### src/rtl/msftdvip_apb_dec_pkg.sv
// Shared types for the parametrised APB decoder: FSM states, error codes and sizing helpers.
// Optional watchdog build macro: MSFTDVIP_APB_DEC_TIMEOUT_EN.
package msftdvip_apb_dec_pkg;

  typedef enum logic [1:0] {
    IDLE   = 2'd0,
    XFER   = 2'd1,
    DEFRSP = 2'd2,
    TOUT   = 2'd3
  } state_t;

  typedef enum logic [1:0] {
    ERR_NONE    = 2'd0,
    ERR_DECODE  = 2'd1,
    ERR_TIMEOUT = 2'd2,
    ERR_SUB     = 2'd3
  } err_code_t;

  function automatic int cnt_width(input int cycles);
    return (cycles > 1) ? $clog2(cycles) : 1;
  endfunction

  function automatic int idx_width(input int n);
    return (n > 1) ? $clog2(n) : 1;
  endfunction

endpackage

### src/rtl/msftdvip_apb_dec_addr_match.sv
// Combinational base/mask priority matcher; zero latency, lowest matching index wins on overlap.
module msftdvip_apb_dec_addr_match
  import msftdvip_apb_dec_pkg::*;
#(
  parameter int NUM_SUB = 10,
  parameter int AW      = 32,
  parameter int IW      = 4,
  parameter logic [NUM_SUB*AW-1:0] SUB_BASE = '0,
  parameter logic [NUM_SUB*AW-1:0] SUB_MASK = '0
) (
  input  logic [AW-1:0] i_addr,
  output logic          o_hit_any,
  output logic [IW-1:0] o_idx
);

  // Scan downward so the last assignment is the lowest matching index.
  always_comb begin
    o_hit_any = 1'b0;
    o_idx     = '0;
    for (int k = NUM_SUB - 1; k >= 0; k--) begin
      if ((i_addr & SUB_MASK[k*AW +: AW]) == (SUB_BASE[k*AW +: AW] & SUB_MASK[k*AW +: AW])) begin
        o_hit_any = 1'b1;
        o_idx     = IW'(k);
      end
    end
  end

endmodule

### src/rtl/msftdvip_apb_decoder_n.sv
// APB 1:NUM_SUB decoder: setup-phase selects are combinational, responses pass through with no added latency;
// the manager stalls while the selected subordinate holds PREADY low (watchdog via MSFTDVIP_APB_DEC_TIMEOUT_EN).
module msftdvip_apb_decoder_n
  import msftdvip_apb_dec_pkg::*;
#(
  parameter int NUM_SUB        = 10,
  parameter int APB_ADDR_WIDTH = 32,
  parameter int APB_DATA_WIDTH = 32,
  parameter logic [NUM_SUB*APB_ADDR_WIDTH-1:0] SUB_BASE = {NUM_SUB{32'h0}},
  parameter logic [NUM_SUB*APB_ADDR_WIDTH-1:0] SUB_MASK = {NUM_SUB{32'hFFFF_F000}},
  parameter int TIMEOUT_CYCLES = 256
) (
  input  logic                                clk_i,
  input  logic                                rst_i,
  input  logic                                psel_mgr_i,
  input  logic                                penable_mgr_i,
  input  logic [APB_ADDR_WIDTH-1:0]           paddr_mgr_i,
  input  logic [APB_DATA_WIDTH-1:0]           pwdata_mgr_i,
  input  logic                                pwrite_mgr_i,
  input  logic [APB_DATA_WIDTH/8-1:0]         pstrb_mgr_i,
  output logic [APB_DATA_WIDTH-1:0]           prdata_mgr_o,
  output logic                                pready_mgr_o,
  output logic                                psuberr_mgr_o,
  output logic [NUM_SUB-1:0]                  psel_sub_o,
  output logic                                penable_sub_o,
  output logic [APB_ADDR_WIDTH-1:0]           paddr_sub_o,
  output logic [APB_DATA_WIDTH-1:0]           pwdata_sub_o,
  output logic                                pwrite_sub_o,
  output logic [APB_DATA_WIDTH/8-1:0]         pstrb_sub_o,
  input  logic [NUM_SUB*APB_DATA_WIDTH-1:0]   prdata_sub_i,
  input  logic [NUM_SUB-1:0]                  pready_sub_i,
  input  logic [NUM_SUB-1:0]                  psuberr_sub_i,
  output logic                                err_valid_o,
  output logic [1:0]                          err_code_o,
  output logic [APB_ADDR_WIDTH-1:0]           err_addr_o,
  input  logic                                err_clr_i
);

  localparam int AW = APB_ADDR_WIDTH;
  localparam int DW = APB_DATA_WIDTH;
  localparam int IW = idx_width(NUM_SUB);

  state_t          r_state;
  logic [IW-1:0]   r_idx;
  logic [AW-1:0]   r_addr;
  logic            r_err_valid;
  err_code_t       r_err_code;
  logic [AW-1:0]   r_err_addr;

  logic            w_hit_any;
  logic [IW-1:0]   w_idx;
  logic            w_sub_rdy;
  logic            w_sub_err;
  logic [DW-1:0]   w_sub_rdata;
  logic            w_tout_hit;
  err_code_t       w_err_evt;

  msftdvip_apb_dec_addr_match #(
    .NUM_SUB  (NUM_SUB),
    .AW       (AW),
    .IW       (IW),
    .SUB_BASE (SUB_BASE),
    .SUB_MASK (SUB_MASK)
  ) u_match (
    .i_addr    (paddr_mgr_i),
    .o_hit_any (w_hit_any),
    .o_idx     (w_idx)
  );

  assign penable_sub_o = penable_mgr_i;
  assign paddr_sub_o   = paddr_mgr_i;
  assign pwdata_sub_o  = pwdata_mgr_i;
  assign pwrite_sub_o  = pwrite_mgr_i;
  assign pstrb_sub_o   = pstrb_mgr_i;

  always_comb begin
    w_sub_rdy   = 1'b0;
    w_sub_err   = 1'b0;
    w_sub_rdata = '0;
    for (int k = 0; k < NUM_SUB; k++) begin
      if (r_idx == IW'(k)) begin
        w_sub_rdy   = pready_sub_i[k];
        w_sub_err   = psuberr_sub_i[k];
        w_sub_rdata = prdata_sub_i[k*DW +: DW];
      end
    end
  end

`ifdef MSFTDVIP_APB_DEC_TIMEOUT_EN
  localparam int CW = cnt_width(TIMEOUT_CYCLES);
  logic [CW-1:0] r_cnt;
  logic          w_xfer_exit;

  assign w_tout_hit  = (r_state == XFER) && psel_mgr_i && penable_mgr_i && !w_sub_rdy &&
                       (r_cnt == CW'(TIMEOUT_CYCLES - 1));
  assign w_xfer_exit = !psel_mgr_i || (penable_mgr_i && w_sub_rdy) || w_tout_hit;

  always_ff @(posedge clk_i or posedge rst_i) begin
    if (rst_i) begin
      r_cnt <= '0;
    end else if (r_state != XFER || w_xfer_exit) begin
      r_cnt <= '0;
    end else if (penable_mgr_i && !w_sub_rdy) begin
      r_cnt <= r_cnt + 1'b1;
    end
  end
`else
  logic w_unused_tout;
  assign w_tout_hit    = 1'b0;
  assign w_unused_tout = (TIMEOUT_CYCLES > 1);
`endif

  always_comb begin
    psel_sub_o    = '0;
    pready_mgr_o  = 1'b0;
    psuberr_mgr_o = 1'b0;
    prdata_mgr_o  = '0;
    w_err_evt     = ERR_NONE;
    case (r_state)
      IDLE: begin
        for (int k = 0; k < NUM_SUB; k++) begin
          psel_sub_o[k] = psel_mgr_i && w_hit_any && (w_idx == IW'(k));
        end
      end
      XFER: begin
        for (int k = 0; k < NUM_SUB; k++) begin
          psel_sub_o[k] = psel_mgr_i && (r_idx == IW'(k));
        end
        pready_mgr_o  = psel_mgr_i && w_sub_rdy;
        psuberr_mgr_o = psel_mgr_i && w_sub_err;
        prdata_mgr_o  = psel_mgr_i ? w_sub_rdata : '0;
        if (psel_mgr_i && penable_mgr_i && w_sub_rdy && w_sub_err) begin
          w_err_evt = ERR_SUB;
        end
      end
      DEFRSP: begin
        if (psel_mgr_i && penable_mgr_i) begin
          pready_mgr_o  = 1'b1;
          psuberr_mgr_o = 1'b1;
          w_err_evt     = ERR_DECODE;
        end
      end
      TOUT: begin
        pready_mgr_o  = 1'b1;
        psuberr_mgr_o = 1'b1;
        w_err_evt     = ERR_TIMEOUT;
      end
      default: ;
    endcase
    // Selects must read as idle for the whole reset window, even with the manager still selecting.
    if (rst_i) begin
      psel_sub_o = '0;
    end
  end

  always_ff @(posedge clk_i or posedge rst_i) begin
    if (rst_i) begin
      r_state     <= IDLE;
      r_idx       <= '0;
      r_addr      <= '0;
      r_err_valid <= 1'b0;
      r_err_code  <= ERR_NONE;
      r_err_addr  <= '0;
    end else begin
      case (r_state)
        IDLE: begin
          if (psel_mgr_i && !penable_mgr_i) begin
            r_idx   <= w_idx;
            r_addr  <= paddr_mgr_i;
            r_state <= w_hit_any ? XFER : DEFRSP;
          end
        end
        XFER: begin
          if (!psel_mgr_i) begin
            r_state <= IDLE;
          end else if (w_tout_hit) begin
            r_state <= TOUT;
          end else if (penable_mgr_i && w_sub_rdy) begin
            r_state <= IDLE;
          end
        end
        DEFRSP: begin
          if (!psel_mgr_i || penable_mgr_i) begin
            r_state <= IDLE;
          end
        end
        TOUT:    r_state <= IDLE;
        default: r_state <= IDLE;
      endcase

      // First error wins; a clear in the same cycle as a new error lets the new one in.
      if (w_err_evt != ERR_NONE && (!r_err_valid || err_clr_i)) begin
        r_err_valid <= 1'b1;
        r_err_code  <= w_err_evt;
        r_err_addr  <= r_addr;
      end else if (err_clr_i) begin
        r_err_valid <= 1'b0;
      end
    end
  end

  assign err_valid_o = r_err_valid;
  assign err_code_o  = r_err_code;
  assign err_addr_o  = r_err_addr;

endmodule

### config.mk
export PLATFORM = sky130hd
export DESIGN_NAME = msftdvip_apb_decoder_n
export DESIGN_NICKNAME = d
export VERILOG_FILES = /design/src/rtl/msftdvip_apb_dec_pkg.sv /design/src/rtl/msftdvip_apb_dec_addr_match.sv /design/src/rtl/msftdvip_apb_decoder_n.sv
export SDC_FILE = /design/constraint.sdc
export NUM_CORES = 1
export LEC_CHECK = 0
export CORE_AREA = 5 5 213 215
export DETAILED_ROUTE_END_ITERATION = 16
export DIE_AREA = 0 0 218 220
export PLACE_DENSITY = 0.48
export SLEW_MARGIN = 25
export SYNTH_ARGS = -nofsm -noshare
export SYNTH_HDL_FRONTEND = slang
export SYNTH_HIERARCHICAL = 1
export SYNTH_SLANG_ARGS = --single-unit
export TNS_END_PERCENT = 50
### constraint.sdc
create_clock -name clk_i -period 2.4 [get_ports clk_i]
set_clock_uncertainty 0.15 [all_clocks]
set_input_delay 0.36 -clock clk_i [delete_from_list [all_inputs] [get_ports clk_i]]
set_output_delay 0.36 -clock clk_i [all_outputs]
set_load 0.02 [all_outputs]
# == Yosys cells after proc, flatten, opt, wreduce, memory -nomap -nowiden ==
# Cells that the tools add are included.
# word_totals
register_bits,69
input_bits,414
out_inout_bits,149
# classes
n_eq_ne,6
mux,19
reduce_logical,20
# op_table
cell,count
32-bit two-way mux,2
32-bit zero test,1
2-bit two-way mux,6
10-bit two-way mux,1
1-bit logical AND,9
2-bit one-hot mux with 4 select lines,1
1-bit one-hot mux with 3 select lines,2
2-bit one-hot mux with 3 select lines,1
1-bit two-way mux,5
2-bit equality test (second input constant),2
2-bit != test (second input constant),2
2-bit nonzero test,2
1-bit zero test,3
3-bit != test (second input constant),1
3-bit AND reduction,1
2-bit by 1-bit equality test with 1-bit output (second input constant),1
2-bit zero test,1
1-bit logical OR,2
1-bit one-hot mux with 2 select lines,1
2-bit AND reduction,1

# == Depth between registers and ports, before layout ==
# depth
depth_word,8
mapped_depth,10
ltp_nobuf,8

# == By module ==
# Netlist, hierarchy kept.
# modules_own_cells
module,area_per_inst_um2,cells_per_inst,seq_area_each_um2,n_inst
msftdvip_apb_decoder_n,6377.4,736,1826.8,1
msftdvip_apb_dec_addr_match,77.6,13,0.0,1

# == Worst setup path after synthesis ==
# No wires, ideal clock.
# synth_path
path_kind,flip-flop to output port
start,"register, netlist name r_idx[0]"
end,output port prdata_mgr_o[18]
stages_incl_launch_ff,11
slack_ns,-0.464
required_time_ns,1.890
t_arrival_ns,2.354
path_cell_list,dfrtp_1 -> buf_2 -> buf_2 -> buf_2 -> nor2_1 -> nand2_1 -> buf_2 -> o221ai_1 -> o22ai_1 -> o22ai_1 -> a221oi_1
# synth_lines
element,line_no,text
to (decl),msftdvip_apb_decoder_n.sv:21,"output logic [APB_DATA_WIDTH-1:0] prdata_mgr_o,"

==> results_dict.tcl <==
set metrics [dict create \
    rows 77 \
    grt_overflow 0 \
    violations "negative setup slack" \
    mostFrequentLayoutCells "clkdlybuf4s50_1, buf_4, a21oi_1, dfrtp_1, buf_6" \
    worstSetupPathDepth 10 \
    worst_slack_ns -0.691 \
    power_uw 8100 \
    cp_max_fo 7 \
    syn-instance-count 749 \
    clk_pin_slew_ns 0.07 \
    cts_root_buf "clkbuf_16" \
    cp-end-kind "primary output" \
    hold_class "primary input to flip-flop" \
    synth_seq_area_share 0.283 \
    worstSetupStartpointType "flip-flop" \
    cts-htree-levels 3 \
    pre_cts_ws_ns -0.907 \
    cp_top_family "compound AO/OA/AOI/OAI gates" \
    hold_end "r_addr[26]" \
    setup_violations 80 \
    synth_edf_count 0 \
    cp.required_ns 1.89 \
    period_share 1.29 \
    drc 0 \
    wl_per_cell_um 26.6 \
    die_w_um 218 \
    drt_iter0_markers 437 \
    dp.cells 1850 \
    final_common_cell "clkdlybuf4s50_1" \
    hpwlAfterDp_mm 41.1 \
    hp-start "paddr_mgr_i[26]" \
    core_area_mm2 0.0435 \
    cts_tree "built" \
    post-route-min-period_ns 3.09 \
    cp_data_arrival_time_ns 2.58 \
    powerDensity_mw_per_mm2 541 \
    path_cells "buf_12 > buf_12 > nor2b_4 > buf_6 > a21oi_4 > a2bb2oi_4 > o31a_1 > o31a_1 > a211oi_4 > buf_6" \
    critPathMaxStageDelay_ns 0.56 \
    yosysWarnings 6 \
    status "finished, violations left" \
    crit_slowest_cell "dfrtp_4" \
    r2r_start "r_idx[0]" \
    grt_max_degree 33 \
    chipHeight_um 220 \
    p_leak_uw 0.00591 \
    routed_wl_mm 51.6 \
    min_path_cells 2 \
    synth_area_mm2 0.00645 \
    r2r-end "err_addr_o[0]" \
    drt_pre_antenna_iters 5 \
    nets 1753 \
    rrSetupSlack_ns -0.51 \
    place_congestion 0.886 \
    synth-seq-cells 73 \
    grt_pass1_vias 9188 \
    fin_cells 1940 \
    ant_nets 0 \
    fillers 4537 \
    worst_pin_slew_ns 0.941 \
    maxSlewHeadroom 0.364 \
    track_usage 0.197 \
    portBuffers 488 \
    cts_hold_buffers 0 \
    cts.sinks 73 \
    ios 563 \
    grt_antenna_before_repair 4 \
    ys.flop_type "dfrtp_1" \
    hold_violations 0 \
    avgSynthCellArea_um2 8.62 \
    grt_pass1_wl_mm 67.9 \
    initial_core_util 0.148 \
    design.die.area_mm2 0.0480 \
    ir_drop_mv 0.531 \
    viasPerCell 4.56 \
    async_flop_share 1.00 \
    reg2reg_depth 12 \
    timing.final.max_slew_violations 0 \
    cap_violations 0 \
    fin_util 0.344 \
    rsz0062_at_grt "true" \
    cts_buffer_depth 2 \
    vias 8855 \
    crit_type "flip-flop to primary output" \
    fmax_mhz 324 \
    insertion_delay_ns 0.34 \
    crit_buf_inv 4 \
    cts_buffers 9 \
    drive_above_1_share 0.385 \
    yosysUniqueCellTypes 57 \
    synthToLayoutAreaGrowth_pct 132 \
]
==> report_power, final <==
group | switching, uW | total [uW] | internal, uW
logic | 2250 | 4930 | 2680
registers | 203 | 1750 | 1540
clock network | 595 | 1420 | 823
total | 3050 | 8100 | 5050
==> layer usage <==
layer	global-route usage	wire length (um)
met1	0.236	20400
met3	0.0747	5140
met4	0.0712	1870
met2	0.318	24100
met5	0.0313	193
==> layout make-up <==
class                           instances  area (um^2)  area share
Timing Repair Buffer                  723         7330       0.490
Multi-Input combinational cell        523         4700       0.314
Sequential cell                        73         1840       0.123
Tap cell                              592          741      0.0495
Clock buffer                           10          229      0.0153
Clock inverter                          6         75.1     0.00502
Inverter                                9         42.5     0.00284
Antenna cell                            4         10.0    0.000669
==> per-stage QoR <==
| step | hold slack (ns) | setup TNS [ns] | cell area [um^2] |
|---|---|---|---|
| final | 0.166 | -36.50 | 15000 |
| after global routing | 0.177 | -44.80 | 15000 |
| after CTS | 0.155 | -43.90 | 14300 |
| after detailed placement | 0.323 | -48.29 | 12900 |
| after global placement | 0.314 | -48.30 | 12900 |
| after floorplan | 0.304 | -3.24 | 6710 |
==> state kept, by name, indices dropped and copies added (netlist names) <==
signal	count
err_addr_o	32
err_code_o	2
err_valid_o	1
r_addr	32
r_idx	4
r_state	2
==> Yosys cell counts (7+ instances only) <==
cell type | n | share of area
o22ai_1 | 52 | 0.050
a21oi_1 | 98 | 0.076
mux2_2 | 64 | 0.11
o21ai_0 | 23 | 0.018
mux2_1 | 8 | 0.014
nand3_1 | 7 | 0.0054
buf_2 | 15 | 0.012
nor2_1 | 55 | 0.032
mux2i_1 | 37 | 0.057
nor3_1 | 8 | 0.0062
buf_1 | 7 | 0.0041
dfrtp_1 | 73 | 0.28
nand2_1 | 8 | 0.0047
o221ai_1 | 27 | 0.037
clkbuf_1 | 47 | 0.027
nor4_1 | 7 | 0.0068
a22oi_1 | 33 | 0.038
buf_4 | 74 | 0.086
nor2b_1 | 13 | 0.013
inv_1 | 9 | 0.0052
a221oi_1 | 26 | 0.035
==> logic make-up (layout without fill, tap and decap cells) <==
| logic type | count (synthesis) | count (layout) | share of synthesized area |
|---|---|---|---|
| multiplexers | 109 | 109 | 0.183 |
| flip-flops | 73 | 73 | 0.283 |
| buffers and inverters | 156 | 748 | 0.141 |
| other | 1 | 8 | 0.000581 |
| AO/OA/AOI/OAI | 290 | 290 | 0.299 |
| AND/OR/NAND/NOR | 120 | 120 | 0.0936 |
==> how the worst max path moves through the flow <==
stage	from	to	slack, ns
floorplan	r_idx[1]	pready_mgr_o	-0.10
global placement	paddr_mgr_i[24]	psel_sub_o[0]	-1.0
detailed placement	r_idx[2]	prdata_mgr_o[12]	-0.91
CTS	r_idx[2]	prdata_mgr_o[30]	-0.68
global route	r_idx[0]	prdata_mgr_o[20]	-0.77
finish	r_idx[0]	prdata_mgr_o[30]	-0.69
==> what timing repair did <==
| action | in CTS | in global routing |
|---|---|---|
| setup endpoints to repair | 80 | 81 |
| setup buffers | 47 | 19 |
| pin swaps | 51 | 40 |
| gates resized for setup | 345 | 114 |
| cloned | 5 | 3 |
No activity file was read; power rests on OpenSTA's default activity.
